===== config.mk =====
export PLATFORM = sky130hd
export DESIGN_NAME = control_unit
export DESIGN_NICKNAME = d
export VERILOG_FILES = /design/src/rtl/cpu_pkg.sv /design/src/rtl/op_decode.sv /design/src/rtl/control_unit.sv
export SDC_FILE = /design/constraint.sdc
export NUM_CORES = 1
export LEC_CHECK = 0
export ABC_AREA = 1
export CAP_MARGIN = 20
export CORE_ASPECT_RATIO = 0.6
export CORE_MARGIN = 10
export CORE_UTILIZATION = 53
export CTS_CLUSTER_SIZE = 24
export DETAILED_ROUTE_END_ITERATION = 16
export GPL_TIMING_DRIVEN = 0
export PLACE_DENSITY_LB_ADDON = 0.12
export SKIP_LAST_GASP = 1
export SLEW_MARGIN = 10
export SYNTH_ARGS = -nofsm -noshare
export SYNTH_HDL_FRONTEND = slang
export SYNTH_HIERARCHICAL = 1
export SYNTH_SLANG_ARGS = --single-unit

===== constraint.sdc =====
create_clock -name CLK -period 2.75 [get_ports CLK]
set_input_delay 0.4125 -clock CLK [delete_from_list [all_inputs] [get_ports CLK]]
set_output_delay 0.4125 -clock CLK [all_outputs]
set_load 0.01 [all_outputs]

===== src/rtl/cpu_pkg.sv =====
// Shared constants for the multi-cycle CPU: opcodes, FSM state encodings,
// immediate-extender and ALU operation codes, and the decoded-instruction record.
package cpu_pkg;

    localparam logic [5:0] OP_ADD  = 6'b000000;
    localparam logic [5:0] OP_SUB  = 6'b000001;
    localparam logic [5:0] OP_ADDI = 6'b000010;
    localparam logic [5:0] OP_OR   = 6'b010000;
    localparam logic [5:0] OP_AND  = 6'b010001;
    localparam logic [5:0] OP_ORI  = 6'b010010;
    localparam logic [5:0] OP_SLL  = 6'b011000;
    localparam logic [5:0] OP_SLT  = 6'b100110;
    localparam logic [5:0] OP_SW   = 6'b110000;
    localparam logic [5:0] OP_LW   = 6'b110001;
    localparam logic [5:0] OP_BEQ  = 6'b110100;
    localparam logic [5:0] OP_J    = 6'b111000;
    localparam logic [5:0] OP_JR   = 6'b111001;
    localparam logic [5:0] OP_JAL  = 6'b111010;
    localparam logic [5:0] OP_HALT = 6'b111111;

    typedef enum logic [3:0] {
        S_IF    = 4'd0,
        S_ID    = 4'd1,
        S_EXE_A = 4'd2,
        S_EXE_B = 4'd3,
        S_EXE_L = 4'd4,
        S_MEM   = 4'd5,
        S_WB_A  = 4'd6,
        S_WB_L  = 4'd7,
        S_HALT  = 4'd8
    } state_t;

    localparam logic [1:0] EXT_ZERO5  = 2'b00;  // shamt field [15:11]
    localparam logic [1:0] EXT_ZERO16 = 2'b01;
    localparam logic [1:0] EXT_SIGN   = 2'b10;

    localparam logic [2:0] ALU_ADD = 3'b000;
    localparam logic [2:0] ALU_SUB = 3'b001;
    localparam logic [2:0] ALU_SLL = 3'b010;
    localparam logic [2:0] ALU_OR  = 3'b011;
    localparam logic [2:0] ALU_AND = 3'b100;
    localparam logic [2:0] ALU_SLT = 3'b110;

    typedef struct packed {
        logic       alu;      // goes through EXE_A / WB_A
        logic       branch;   // beq
        logic       mem;      // lw or sw
        logic       lw;
        logic       sw;
        logic       halt;
        logic       fin_id;   // retires in ID: j, jr, jal, illegal
        logic       pc_jump;  // j or jal
        logic       jr;
        logic       jal;
        logic       rtype;
        logic       src_a;
        logic       src_b;
        logic [1:0] ext_sel;
        logic [2:0] alu_op;
    } dec_t;

endpackage


===== src/rtl/op_decode.sv =====
// Opcode decoder: maps the 6-bit opcode onto instruction-class flags and the
// opcode-only control fields. Unknown opcodes decode as retire-in-ID.
module op_decode
    import cpu_pkg::*;
(
    input  logic [5:0] opcode,
    output dec_t       dec
);

    always_comb begin
        // NOTE: every field gets a default before the case so no path leaves a latch behind.
        dec         = '0;
        dec.ext_sel = EXT_SIGN;
        dec.alu_op  = ALU_ADD;
        unique case (opcode)
            OP_ADD:  begin dec.alu = 1'b1; dec.rtype = 1'b1; end
            OP_SUB:  begin dec.alu = 1'b1; dec.rtype = 1'b1; dec.alu_op = ALU_SUB; end
            OP_ADDI: begin dec.alu = 1'b1; dec.src_b = 1'b1; end
            OP_OR:   begin dec.alu = 1'b1; dec.rtype = 1'b1; dec.alu_op = ALU_OR; end
            OP_AND:  begin dec.alu = 1'b1; dec.rtype = 1'b1; dec.alu_op = ALU_AND; end
            OP_ORI:  begin
                dec.alu     = 1'b1;
                dec.src_b   = 1'b1;
                dec.ext_sel = EXT_ZERO16;
                dec.alu_op  = ALU_OR;
            end
            OP_SLL:  begin
                dec.alu     = 1'b1;
                dec.rtype   = 1'b1;
                dec.src_a   = 1'b1;
                dec.src_b   = 1'b1;
                dec.ext_sel = EXT_ZERO5;
                dec.alu_op  = ALU_SLL;
            end
            OP_SLT:  begin dec.alu = 1'b1; dec.rtype = 1'b1; dec.alu_op = ALU_SLT; end
            OP_SW:   begin dec.mem = 1'b1; dec.sw = 1'b1; dec.src_b = 1'b1; end
            OP_LW:   begin dec.mem = 1'b1; dec.lw = 1'b1; dec.src_b = 1'b1; end
            OP_BEQ:  begin dec.branch = 1'b1; dec.alu_op = ALU_SUB; end
            OP_J:    begin dec.fin_id = 1'b1; dec.pc_jump = 1'b1; end
            OP_JR:   begin dec.fin_id = 1'b1; dec.jr = 1'b1; end
            OP_JAL:  begin dec.fin_id = 1'b1; dec.pc_jump = 1'b1; dec.jal = 1'b1; end
            OP_HALT: dec.halt = 1'b1;
            default: dec.fin_id = 1'b1;
        endcase
    end

endmodule


===== src/rtl/control_unit.sv =====
// Multi-cycle CPU control FSM (Moore). Defining CONTROL_UNIT_RETIRE_CNT_EN adds
// the RetireCnt output counting retired instructions.
module control_unit
    import cpu_pkg::*;
(
    input  logic        CLK,
    input  logic        Reset,
    input  logic [5:0]  OpCode,
    input  logic        Zero,
    output logic        PCWre,
    output logic        IRWre,
    output logic        InsMemRW,
    output logic        ALUSrcA,
    output logic        ALUSrcB,
    output logic        RegWre,
    output logic        WrRegDst,
    output logic        DataMemRW,
    output logic        DBDataSrc,
    output logic        Halted,
    output logic [1:0]  ExtSel,
    output logic [2:0]  ALUOp,
    output logic [1:0]  PCSrc,
`ifdef CONTROL_UNIT_RETIRE_CNT_EN
    output logic [31:0] RetireCnt,
`endif
    output logic [3:0]  State
);

    state_t state;
    dec_t   dec_live;
    dec_t   dec_q;
    dec_t   cur;

    op_decode u_dec (
        .opcode (OpCode),
        .dec    (dec_live)
    );

    // Decode is sampled in ID and frozen for the rest of the instruction.
    assign cur   = (state == S_ID) ? dec_live : dec_q;
    assign State = state;

    always_ff @(posedge CLK or negedge Reset) begin
        if (!Reset) begin
            state <= S_IF;
            dec_q <= '0;
        end else begin
            // NOTE: non-blocking assignments so every register updates from pre-edge values.
            if (state == S_ID)
                dec_q <= dec_live;
            unique case (state)
                S_IF:    state <= S_ID;
                S_ID: begin
                    if (cur.alu)         state <= S_EXE_A;
                    else if (cur.branch) state <= S_EXE_B;
                    else if (cur.mem)    state <= S_EXE_L;
                    else if (cur.halt)   state <= S_HALT;
                    else                 state <= S_IF;
                end
                S_EXE_A: state <= S_WB_A;
                S_EXE_B: state <= S_IF;
                S_EXE_L: state <= S_MEM;
                S_MEM:   state <= cur.lw ? S_WB_L : S_IF;
                S_WB_A:  state <= S_IF;
                S_WB_L:  state <= S_IF;
                S_HALT:  state <= S_HALT;
                default: state <= S_IF;
            endcase
        end
    end

    always_comb begin
        PCWre     = 1'b0;
        IRWre     = 1'b0;
        InsMemRW  = 1'b0;
        ALUSrcA   = 1'b0;
        ALUSrcB   = 1'b0;
        RegWre    = 1'b0;
        WrRegDst  = 1'b0;
        DataMemRW = 1'b0;
        DBDataSrc = 1'b0;
        Halted    = 1'b0;
        ExtSel    = EXT_SIGN;
        ALUOp     = ALU_ADD;
        PCSrc     = 2'b00;
        if (state == S_IF) begin
            IRWre    = 1'b1;
            InsMemRW = 1'b1;
        end else if (state == S_HALT) begin
            Halted = 1'b1;
        end else begin
            ALUSrcA   = cur.src_a;
            ALUSrcB   = cur.src_b;
            WrRegDst  = cur.rtype;
            DBDataSrc = cur.lw;
            ExtSel    = cur.ext_sel;
            ALUOp     = cur.alu_op;
            if (cur.pc_jump)
                PCSrc = 2'b11;
            else if (cur.jr)
                PCSrc = 2'b10;
            else if (state == S_EXE_B && Zero)
                PCSrc = 2'b01;
            unique case (state)
                S_ID: begin
                    PCWre  = cur.fin_id;
                    RegWre = cur.jal;
                end
                S_EXE_B: PCWre = 1'b1;
                S_MEM: begin
                    PCWre     = cur.sw;
                    DataMemRW = cur.sw;
                end
                S_WB_A, S_WB_L: begin
                    PCWre  = 1'b1;
                    RegWre = 1'b1;
                end
                default: ;
            endcase
        end
    end

`ifdef CONTROL_UNIT_RETIRE_CNT_EN
    logic [31:0] retire_cnt;

    always_ff @(posedge CLK or negedge Reset) begin
        if (!Reset)
            retire_cnt <= '0;
        else if (PCWre && state != S_HALT)
            retire_cnt <= retire_cnt + 32'd1;
    end

    assign RetireCnt = retire_cnt;
`endif

endmodule


======== After elaboration in Yosys (flattened, before gate mapping) ========
Index checks and enable logic that the tools add are counted.
W data, S select, Z words.
storage, ports and cells
  latch bits .............................. 0
  bits in read-only memories .............. 0
  register bits after elaboration ......... 22
  memory bits (writable) .................. 0
  memories kept ........................... 0
  output and inout port bits .............. 21
  word-level logic and storage cells ...... 102
  input bits .............................. 9
cells by class
  add/sub/neg operators ................... 0
  eq/ne operators ......................... 22
  muxes and demuxes ....................... 51
  magnitude comparators ................... 0
  bitwise gates (word level) .............. 0
  reduce and logical (&&, ||, !) cells .... 13
  multipliers ............................. 0
  div/mod/pow operators ................... 0
  shifts and indexed selects .............. 0
operators by type and width
  cell                  count
  $eq A6 B6 Y1 const B  8
  $mux W1               32
  $eq A6 B5 Y1 const B  4
  $pmux W4 S6           1
  $mux W18              1
  $eq A4 B3 Y1 const B  4
  $mux W4               4
  $pmux W3 S5           1
  $mux W2               6
  $reduce_or A12 Y1     1
  $reduce_or A2 Y1      5
  $mux W3               3
  $eq A4 B2 Y1 const B  2
  $reduce_or A8 Y1      1
  $eq A6 B1 Y1 const B  1
  $eq A6 B2 Y1 const B  1
  $logic_not A6 Y1      1
  $reduce_or A6 Y1      1
  $reduce_or A5 Y1      1
  $eq A4 B1 Y1 const B  1
  $eq A4 B4 Y1 const B  1
  $logic_not A4 Y1      1
  $pmux W2 S2           1
  $pmux W1 S3           1
  3 further kinds       3

======== Longest topological paths before layout ========
Gate-level depths: netlist (run 1).
  depth in word-level cells ............... 9
  depth in mapped cells ................... 11
  depth with buffers taken out ............ 11

======== By module ========
The synthesis (run 1) kept the hierarchy.
by module, submodules not included
  module        instances  cells an instance  area an instance (um^2)  seq. area each (um^2)
  control_unit  1          138                1002.2                   450.4
  op_decode     1          61                 321.6                    0.0

======== Least setup slack after synthesis (run 1) ========
Ideal clock, no wire load.
  path type ............................... input to output
  start point ............................. input port OpCode[3]
  end point ............................... output port PCSrc[1]
  slack ................................... 1.063 ns
  cell stages on the path ................. 7
  data arrival time ....................... 1.275 ns
  data required time ...................... 2.338 ns
  cell sequence ........................... inv_1 -> nor2_1 -> nand2_1 -> nor3_1 -> nand3_1 -> and2_1 -> a21oi_1
RTL lines
  item         RTL line            RTL
  from (decl)  control_unit.sv:8   input logic [5:0] OpCode,
  to (decl)    control_unit.sv:22  output logic [1:0] PCSrc,

==> metrics.cfg, run 1 <==
[global_routing]
grt_pass1_vias = 1355
grt_pass1_wl_microns = 6330
grt_overflow = 0
track_usage_pct = 15.2
grt_max_degree = 19
grt_antenna_before_repair = 0

[cells_and_area]
drive_above_1_share_pct = 18.5
post-route-util_pct = 76.4
fin_area_sq_um = 1740
diodes = 0
fin_nets = 243
final_common_cell = nand2_1
final_cell_mix = nand2_1, inv_1, nand3_1, dfrtp_1, clkdlybuf4s50_1
synthToLayoutAreaGrowth_pct = 31.5

[worst_setup_path]
crit_type = input port to output pin
rr_worst_depth = 5
crit_family = buffers and inverters
r2r-start = State[2]
cp_num_buf_inv = 3
r2r-end = dec_q[10]
end_kind = output pin
startpoint = OpCode[4]
slowest_delay_ns = 0.52
arrival_ns = 2.20
path_cells = clkdlybuf4s50_1 -> nand2_1 -> inv_2 -> nand2_1 -> nor3_2 -> nand3_1 -> and2_1 -> a21oi_1 -> dlygate4sd2_1
cp_common_cell = nand2_1
crit_required_ns = 2.34
crit_path_max_fanout = 4
startpoint_type = input port
slowest_stage = clkdlybuf4s50_1
reg2reg_slack_ns = 1.41

[clocking]
clkLatencyLatePin_ns = 0.26
cts_tree = built
cts-root-buf = clkbuf_8
clock_tree.buffer_depth = 2
cts_sinks = 18
cts_max_level = 1
cts_made_buffers = 3
cts.reportedPaths.clkPinSlew_ns = 0.07

[power_and_ir_drop]
max-vdd-ir-drop_mv = 0.633
p_leak_nw = 1.08
power.density_nw_per_um2 = 917
p_total_mw = 1.60

[synthesis]
synthTopCellsByArea = dfrtp_1, nand2_1, inv_1
ys_warn_count = 6
async_reset_ff_share_pct = 100
synth.net_count = 208
synth_cell_types = 23
syn_inst = 199
seq_area_frac_synth_pct = 34.0
syn_avg_cell_area_sq_um = 6.65
synth_area_sq_um = 1320
synth-edff-count = 0
post-synth-top-area-cell = dfrtp_1
synth.top_cell.area_share_pct = 34.0
synth_seq_cells = 18
synth_ff_type = dfrtp_1

[floorplan]
dieArea_sq_um = 4960
die_h_microns = 58.7
core_region_area_sq_um = 2280
ioPinCount = 30
num_rows = 13
die_w_microns = 84.5
start_util_pct = 58.1

[route]
antenna_left = 0
num_vias = 1354
drc = 0
vias_per_cell = 5.15
drtIter0Drc = 125
wire_per_inst_microns = 14.5
firstDrtPassIters = 5
wl_microns = 3820

[place]
dp_hpwl_microns = 2920
globalplace.congestion = 0.928
dpl_cell_area_sq_um = 1650
io_buffers = 29

[outcome]
status = finished, final reports clean

[timing]
fin_crit_sh_pct = 95.1
setup-violations-final = 0
finalClockSkew_ns = 0.00374
rsz0062_at_grt = no
slew_violations = 0
max_freq_mhz = 382
fin_crit_ns = 2.62
tightest_slew_ns = 0.856
relSlewSlack_pct = 42.7
hold_viol = 0

[worst_hold_path]
min_delay_path_depth = 2
min_delay_worst_endpoint = dec_q[1]
hp-start = dec_q[1]
hp-class = flip-flop to flip-flop

[run]
cap_violations = 0

==> registers in the layout (all words and copies together), names as in the netlist <==
| signal | cells |
|---|---|
| State | 4 |
| dec_q | 14 |
==> cells in the mapped netlist, types with 2 or more instances <==
cell type and number:
a21oi_1 10, nand3_2 7, inv_1 35, buf_6 2
dfrtp_1 18, nor2_2 5, o21ai_2 2, nor2_4 4
nand2_2 5, nor3_1 2, inv_2 8, nor2_1 17
nand3_1 20, nand2_1 55
==> power by group <==
| part | internal [mW] | total [mW] | switching (mW) |
|---|---|---|---|
| clock | 0.127 | 0.217 | 0.0901 |
| sequential | 0.356 | 0.404 | 0.0481 |
| combinational | 0.413 | 0.975 | 0.562 |
==> worst register-to-register path, stage by stage (launching register included) <==
cell and delay, ns:
dfrtp_1 0.44, nor2_4 0.25, nand2_4 0.12, buf_6 0.17, o21ai_2 0.17, inv_1 0.08
==> final cells by class <==
| class | instances | area, sq um |
|---|---|---|
| flip-flops and latches | 18 | 450 |
| fillers | 172 | 537 |
| inverters | 43 | 161 |
| repair buffers | 30 | 307 |
| well taps | 30 | 37.5 |
| plain buffers | 4 | 35.0 |
| clock buffers | 4 | 55.1 |
| multi-input cells | 134 | 694 |
==> cells by family after synthesis <==
family / count (synthesis) / share of synthesized area, %
flops: 18 / 34.0
compound gates: 15 / 6.62
simple gates: 119 / 44.5
buf+inv: 47 / 14.8
==> what timing repair did <==
action,CTS,global route
endpoints found under the setup margin,5,7
pin swaps,0,1
buffers inserted,0,1
hold buffers,0,0
resized for setup,7,8
==> worst max path at each step <==
stage / slack (ns) / endpoint / depth (start not counted)
3_3_place_gp: -0.15 / PCSrc[1] / 9
4_1_cts: 0.001 / WrRegDst / 9
5_1_grt: 0.01 / PCSrc[1] / 9
2_1_floorplan: 1.06 / PCSrc[1] / 7
6_report: 0.13 / PCSrc[1] / 9
3_5_place_dp: -0.19 / PCSrc[1] / 9
==> stage by stage <==
step / TNS [ns] / cells / setup WS [ns] / hold WS (ns)
CTS: 0 / 262 / 0.00110 / 0.479
detailed placement: -0.521 / 258 / -0.189 / 0.461
finish: 0 / 263 / 0.134 / 0.473
global placement: -0.257 / 258 / -0.150 / 0.457
global route: 0 / 263 / 0.0128 / 0.498
floorplan: 0 / 199 / 1.06 / 0.117
==> layer usage <==
layer  wire (microns)  vias up  part of all wire (%)  track usage, %
li1                 -      672                     -               -
met1             1670      618                    44            19.6
met2             1740       58                    46            23.8
met3              382        6                    10            6.32
met4               25        0                  0.65            2.10
met5                0        -                     0               0
No activity file was read; power rests on OpenSTA's default activity.
==> inputs of run 2 (changes only) <==
--- a/config.mk
+++ b/config.mk
@@ -9,7 +9,7 @@
 export CAP_MARGIN = 20
 export CORE_ASPECT_RATIO = 0.6
 export CORE_MARGIN = 10
-export CORE_UTILIZATION = 53
+export CORE_UTILIZATION = 45
 export CTS_CLUSTER_SIZE = 24
 export DETAILED_ROUTE_END_ITERATION = 16
 export GPL_TIMING_DRIVEN = 0
==> run 2 against run 1 <==
Effect of this change:
- die area increased by 12%
- via count is 1.6% lower
- sequential power hardly changed
- setup slack got worse by 0.075 ns
- power is 0.35% lower
- clock skew is 0.00080 ns lower
- critical path type unchanged
==> metrics.cfg, run 2 (synthesis gave the netlist of run 1 again) <==
[outcome]
status = finished, final reports clean

[place]
dp_hpwl_microns = 2880
globalplace.congestion = 0.993
io_buffers = 29
dpl_cell_area_sq_um = 1670
pre_cts_ws_ns = -0.216

[floorplan]
die_w_microns = 90.0
num_rows = 15
core_region_area_sq_um = 2830
die_h_microns = 62.0
start_util_pct = 46.7
ioPinCount = 30
dieArea_sq_um = 5580

[clocking]
cts_max_level = 1
cts.reportedPaths.clkPinSlew_ns = 0.07
clkLatencyLatePin_ns = 0.26
cts-root-buf = clkbuf_8
cts_sinks = 18
cts_hold_buf = 0
cts_made_buffers = 3
cts_tree = built
clock_tree.buffer_depth = 2

[power_and_ir_drop]
p_int_mw = 0.897
p_total_mw = 1.59
power.density_nw_per_um2 = 899
p_switching_mw = 0.694
sw_frac_of_total_pct = 43.6
pwr-share-comb_pct = 60.9
max-vdd-ir-drop_mv = 0.708
p_leak_nw = 1.09
pwr-share-clk_pct = 13.7
pwr-share-seq_pct = 25.4

[timing]
fin_crit_ns = 2.69
slew_violations = 0
tightest_slew_ns = 0.858
max_freq_mhz = 372
setup-violations-final = 0
rsz0062_at_grt = yes
setup_ws_ns = 0.0588
hold_viol = 0
fin_crit_sh_pct = 97.9
finalClockSkew_ns = 0.00294
relSlewSlack_pct = 42.7

[route]
drc = 0
num_vias = 1332
vias_per_cell = 4.79
wire_per_inst_microns = 13.6
firstDrtPassIters = 5
drtIter0Drc = 93
antenna_left = 0
wl_microns = 3790

[run]
cap_violations = 0

[cells_and_area]
diodes = 0
largest_reg_flops = 14
synthToLayoutAreaGrowth_pct = 33.6
seqCellArea_sq_um = 450
fin_area_sq_um = 1770
final_common_cell = nand2_1
largest_register = dec_q
final_cell_mix = nand2_1, inv_1, nand3_1, dfrtp_1, clkdlybuf4s50_1
fin_nets = 246
multi_input_area_sq_um = 689
drive_above_1_share_pct = 19.5
fillers = 245

[global_routing]
grt_max_degree = 19
grt_pass1_vias = 1379
grt_pass1_wl_microns = 6370
grt_overflow = 0
track_usage_pct = 13.9
grt_antenna_before_repair = 0

[worst_setup_path]
r2r-start = State[2]
startpoint = OpCode[4]
crit_type = input port to output pin
crit_path_max_fanout = 4
arrival_ns = 2.28
startpoint_type = input port
crit_required_ns = 2.34
end_kind = output pin

[worst_hold_path]
hp-start = dec_q[1]
hp-class = flip-flop to flip-flop

## run 2: cell count changes in the layout (fill, tap and decap cells not counted), sizes merged
cell | before | now
buf | 5 | 8
dlygate4sd2 | 5 | 4
clkbuf | 4 | 5
## run 2: final cells by class
cell class              count  share of cell area [%]
well taps                  42                    2.97
flip-flops and latches     18                    25.5
repair buffers             33                    18.4
clock buffers               4                    3.11
inverters                  43                    9.12
multi-input cells         134                    39.0
plain buffers               4                    1.98
## run 2: worst paths after layout
path | cells past startpoint | slack, ns | end
min in group asynchronous | 1 | 0.64 | dec_q[7]
setup reg to reg | 6 | 1.42 | State[2]
hold reg to reg | 2 | 0.47 | dec_q[1]
max in group asynchronous | 1 | 1.58 | State[1]
hold / removal | 2 | 0.47 | dec_q[1]
setup / recovery | 8 | 0.06 | PCSrc[0]
## run 2: power groups by stage
| stage | sequential, mW | clock, mW | combinational, mW |
|---|---|---|---|
| after floorplan | 0.411 | 0 | 0.581 |
| after global placement | 0.406 | 0 | 0.962 |
| after detailed placement | 0.410 | 0 | 0.981 |
| after CTS | 0.405 | 0.225 | 0.983 |
| after global routing | 0.414 | 0.234 | 1.08 |
| final | 0.405 | 0.218 | 0.968 |
## run 2: layer usage
| metal | vias up | part of all wire, % | wire length [microns] | GRT usage [%] |
|---|---|---|---|---|
| met5 | - | 0 | 0 | 0 |
| met4 | 0 | 0.71 | 27 | 3.83 |
| met3 | 4 | 8.2 | 312 | 5.16 |
| met2 | 44 | 46 | 1740 | 23.9 |
| met1 | 602 | 45 | 1710 | 16.4 |
| li1 | 682 | - | - | - |
## run 2: timing repair
| item | 4_1_cts | 5_1_grt |
|---|---|---|
| setup buffers | 3 | 1 |
| pin swaps | 1 | 1 |
| endpoints found under the setup margin | 6 | 10 |
| gates resized for setup | 8 | 8 |
## run 2: critical path, cell delays in order
cell	delay, ns
clkdlybuf4s50_1	0.51
nand2_1	0.11
inv_2	0.12
nand2_1	0.10
nor2_1	0.19
o21ai_2	0.11
a21oi_1	0.16
clkdlybuf4s50_1	0.56
## run 2: stage by stage
step                TNS (ns)  cells  util, %  hold WS (ns)
floorplan                  0    199        -         0.117
global placement      -0.210    270     58.8         0.456
detailed placement    -0.474    270     58.8         0.463
CTS                        0    277     61.8         0.478
global route          -0.103    278     62.4         0.496
finish                     0    278     62.4         0.472
==> inputs of run 3 (changes only) <==
--- a/config.mk
+++ b/config.mk
@@ -12,8 +12,10 @@
 export CORE_UTILIZATION = 45
 export CTS_CLUSTER_SIZE = 24
 export DETAILED_ROUTE_END_ITERATION = 16
+export DONT_BUFFER_PORTS = 1
 export GPL_TIMING_DRIVEN = 0
 export PLACE_DENSITY_LB_ADDON = 0.12
+export SKIP_CTS_REPAIR_TIMING = 1
 export SKIP_LAST_GASP = 1
 export SLEW_MARGIN = 10
 export SYNTH_ARGS = -nofsm -noshare
==> run 3 against run 2 <==
Effect of this change:
- clock skew is 0.0013 ns higher
- via count down 9.7%
- sequential cell count did not move
- non-clock buffer count shrank 32
- largest power group unchanged
- wire length down 14%
- sequential share of layout area up 5.8 points
==> metrics.cfg, run 3 (synthesis gave the netlist of run 1 again) <==
[timing]
finalClockSkew_ns = 0.00422
relSlewSlack_pct = 42.4
tns_ns = 0
slew_violations = 0
hold_viol = 0
setup-violations-final = 0
tightest_slew_ns = 0.861
max_freq_mhz = 478
fin_crit_ns = 2.09
rsz0062_at_grt = no
fin_crit_sh_pct = 76.1

[worst_setup_path]
slowest_delay_ns = 0.47
reg2reg_slack_ns = 1.40
slowest_stage = dfrtp_1
endpoint = PCSrc[1]
startpoint_type = flip-flop
r2r-start = State[2]
path_cells = nor2_4 -> nand2_4 -> buf_6 -> nand2_2 -> o21ai_2 -> a21oi_1
arrival_ns = 1.68
cp.depth = 6
r2r-end = State[2]
rr_worst_depth = 6
crit_type = flip-flop to output pin
crit_family = flip-flops
crit_required_ns = 2.34
startpoint = State[2]
crit_path_max_fanout = 10
end_kind = output pin
cp_num_buf_inv = 1

[run]
cap_violations = 0

[route]
firstDrtPassIters = 4
num_vias = 1203
vias_per_cell = 4.89
antenna_left = 0
wl_microns = 3270
drc = 0
drtIter0Drc = 98
wire_per_inst_microns = 13.3

[place]
globalplace.congestion = 0.975
io_buffers = 0
dp_hpwl_microns = 2660

[worst_hold_path]
hp-start = OpCode[0]
hp-class = input port to flip-flop

[clocking]
cts_max_level = 1
clkLatencyLatePin_ns = 0.25
cts_sinks = 18
cts-root-buf = clkbuf_8
clock_tree.buffer_depth = 2
cts.reportedPaths.clkPinSlew_ns = 0.07
cts_tree = built
cts_made_buffers = 3

[floorplan]
ioPinCount = 30
num_rows = 15
dieArea_sq_um = 5580
start_util_pct = 46.7
die_w_microns = 90.0
core_region_area_sq_um = 2830
die_h_microns = 62.0

[cells_and_area]
diodes = 0
largest_register = dec_q
drive_above_1_share_pct = 19.6
fillers = 277
final_cell_mix = nand2_1, inv_1, nand3_1, dfrtp_1, nor2_1
fin_nets = 214
synthToLayoutAreaGrowth_pct = 8.88
largest_reg_flops = 14
final_common_cell = nand2_1

[global_routing]
grt_overflow = 0
grt_antenna_before_repair = 0
grt_pass1_wl_microns = 5490
track_usage_pct = 12.2
grt_max_degree = 19
grt_pass1_vias = 1158

[power_and_ir_drop]
p_leak_nw = 0.872
p_total_mw = 1.34
max-vdd-ir-drop_mv = 0.472
power.density_nw_per_um2 = 932

[outcome]
status = finished, final reports clean

[run 3: changes by cell type in the layout (fill, tap and decap cells not counted), sizes merged]
cell,delta
buf,-4
clkbuf,-1
dlygate4sd2,-4
clkdlybuf4s50,-18
dlygate4sd3,+1
dlymetal6s2s,-6
[run 3: metrics by stage]
stage                     util (%)  hold WS, ns  cells  setup WS, ns  cell area, sq um
after floorplan                  -        0.117    199          1.06              1320
after global placement        48.6        0.118    241         0.844              1380
after detailed placement      48.6        0.118    241         0.825              1380
after CTS                     50.5       -0.160    245         0.647              1430
after global routing          50.9        0.483    246         0.539              1440
final                         50.9        0.465    246         0.659              1440
[run 3: power by group]
part	internal (mW)	total, mW	leakage [nW]	switching [mW]
Clock	0.127	0.215	0.0288	0.0879
Sequential	0.356	0.416	0.233	0.0598
Combinational	0.222	0.712	0.611	0.490
[run 3: cell type report]
type                    count  area (sq um)  share of cell area (%)
multi-input cells         134           677                    47.0
well taps                  42          52.6                    3.65
flip-flops and latches     18           450                    31.3
plain buffers               4          35.0                    2.43
inverters                  43           161                    11.2
repair buffers              1          10.0                   0.694
clock buffers               4          55.1                    3.82
[run 3: layer usage]
| layer | GRT usage [%] | vias to the layer above | wire length [microns] |
|---|---|---|---|
| li1 | - | 617 | - |
| met5 | 0 | - | 0 |
| met1 | 16.6 | 538 | 1650 |
| met4 | 2.48 | 0 | 8 |
| met2 | 18.3 | 46 | 1360 |
| met3 | 4.32 | 2 | 256 |
[run 3: how the worst min path moves through the flow]
stage	to	slack (ns)	cells past startpoint
2_1_floorplan	State[0]	0.12	0
3_3_place_gp	dec_q[1]	0.12	0
3_5_place_dp	dec_q[1]	0.12	0
4_1_cts	dec_q[6]	-0.16	0
5_1_grt	dec_q[10]	0.48	3
6_report	dec_q[10]	0.46	3
[run 3: worst min-delay path, cell delays in order]
cell and delay (ns):
nor2_1 0.05, o21ai_2 0.17, inv_1 0.05
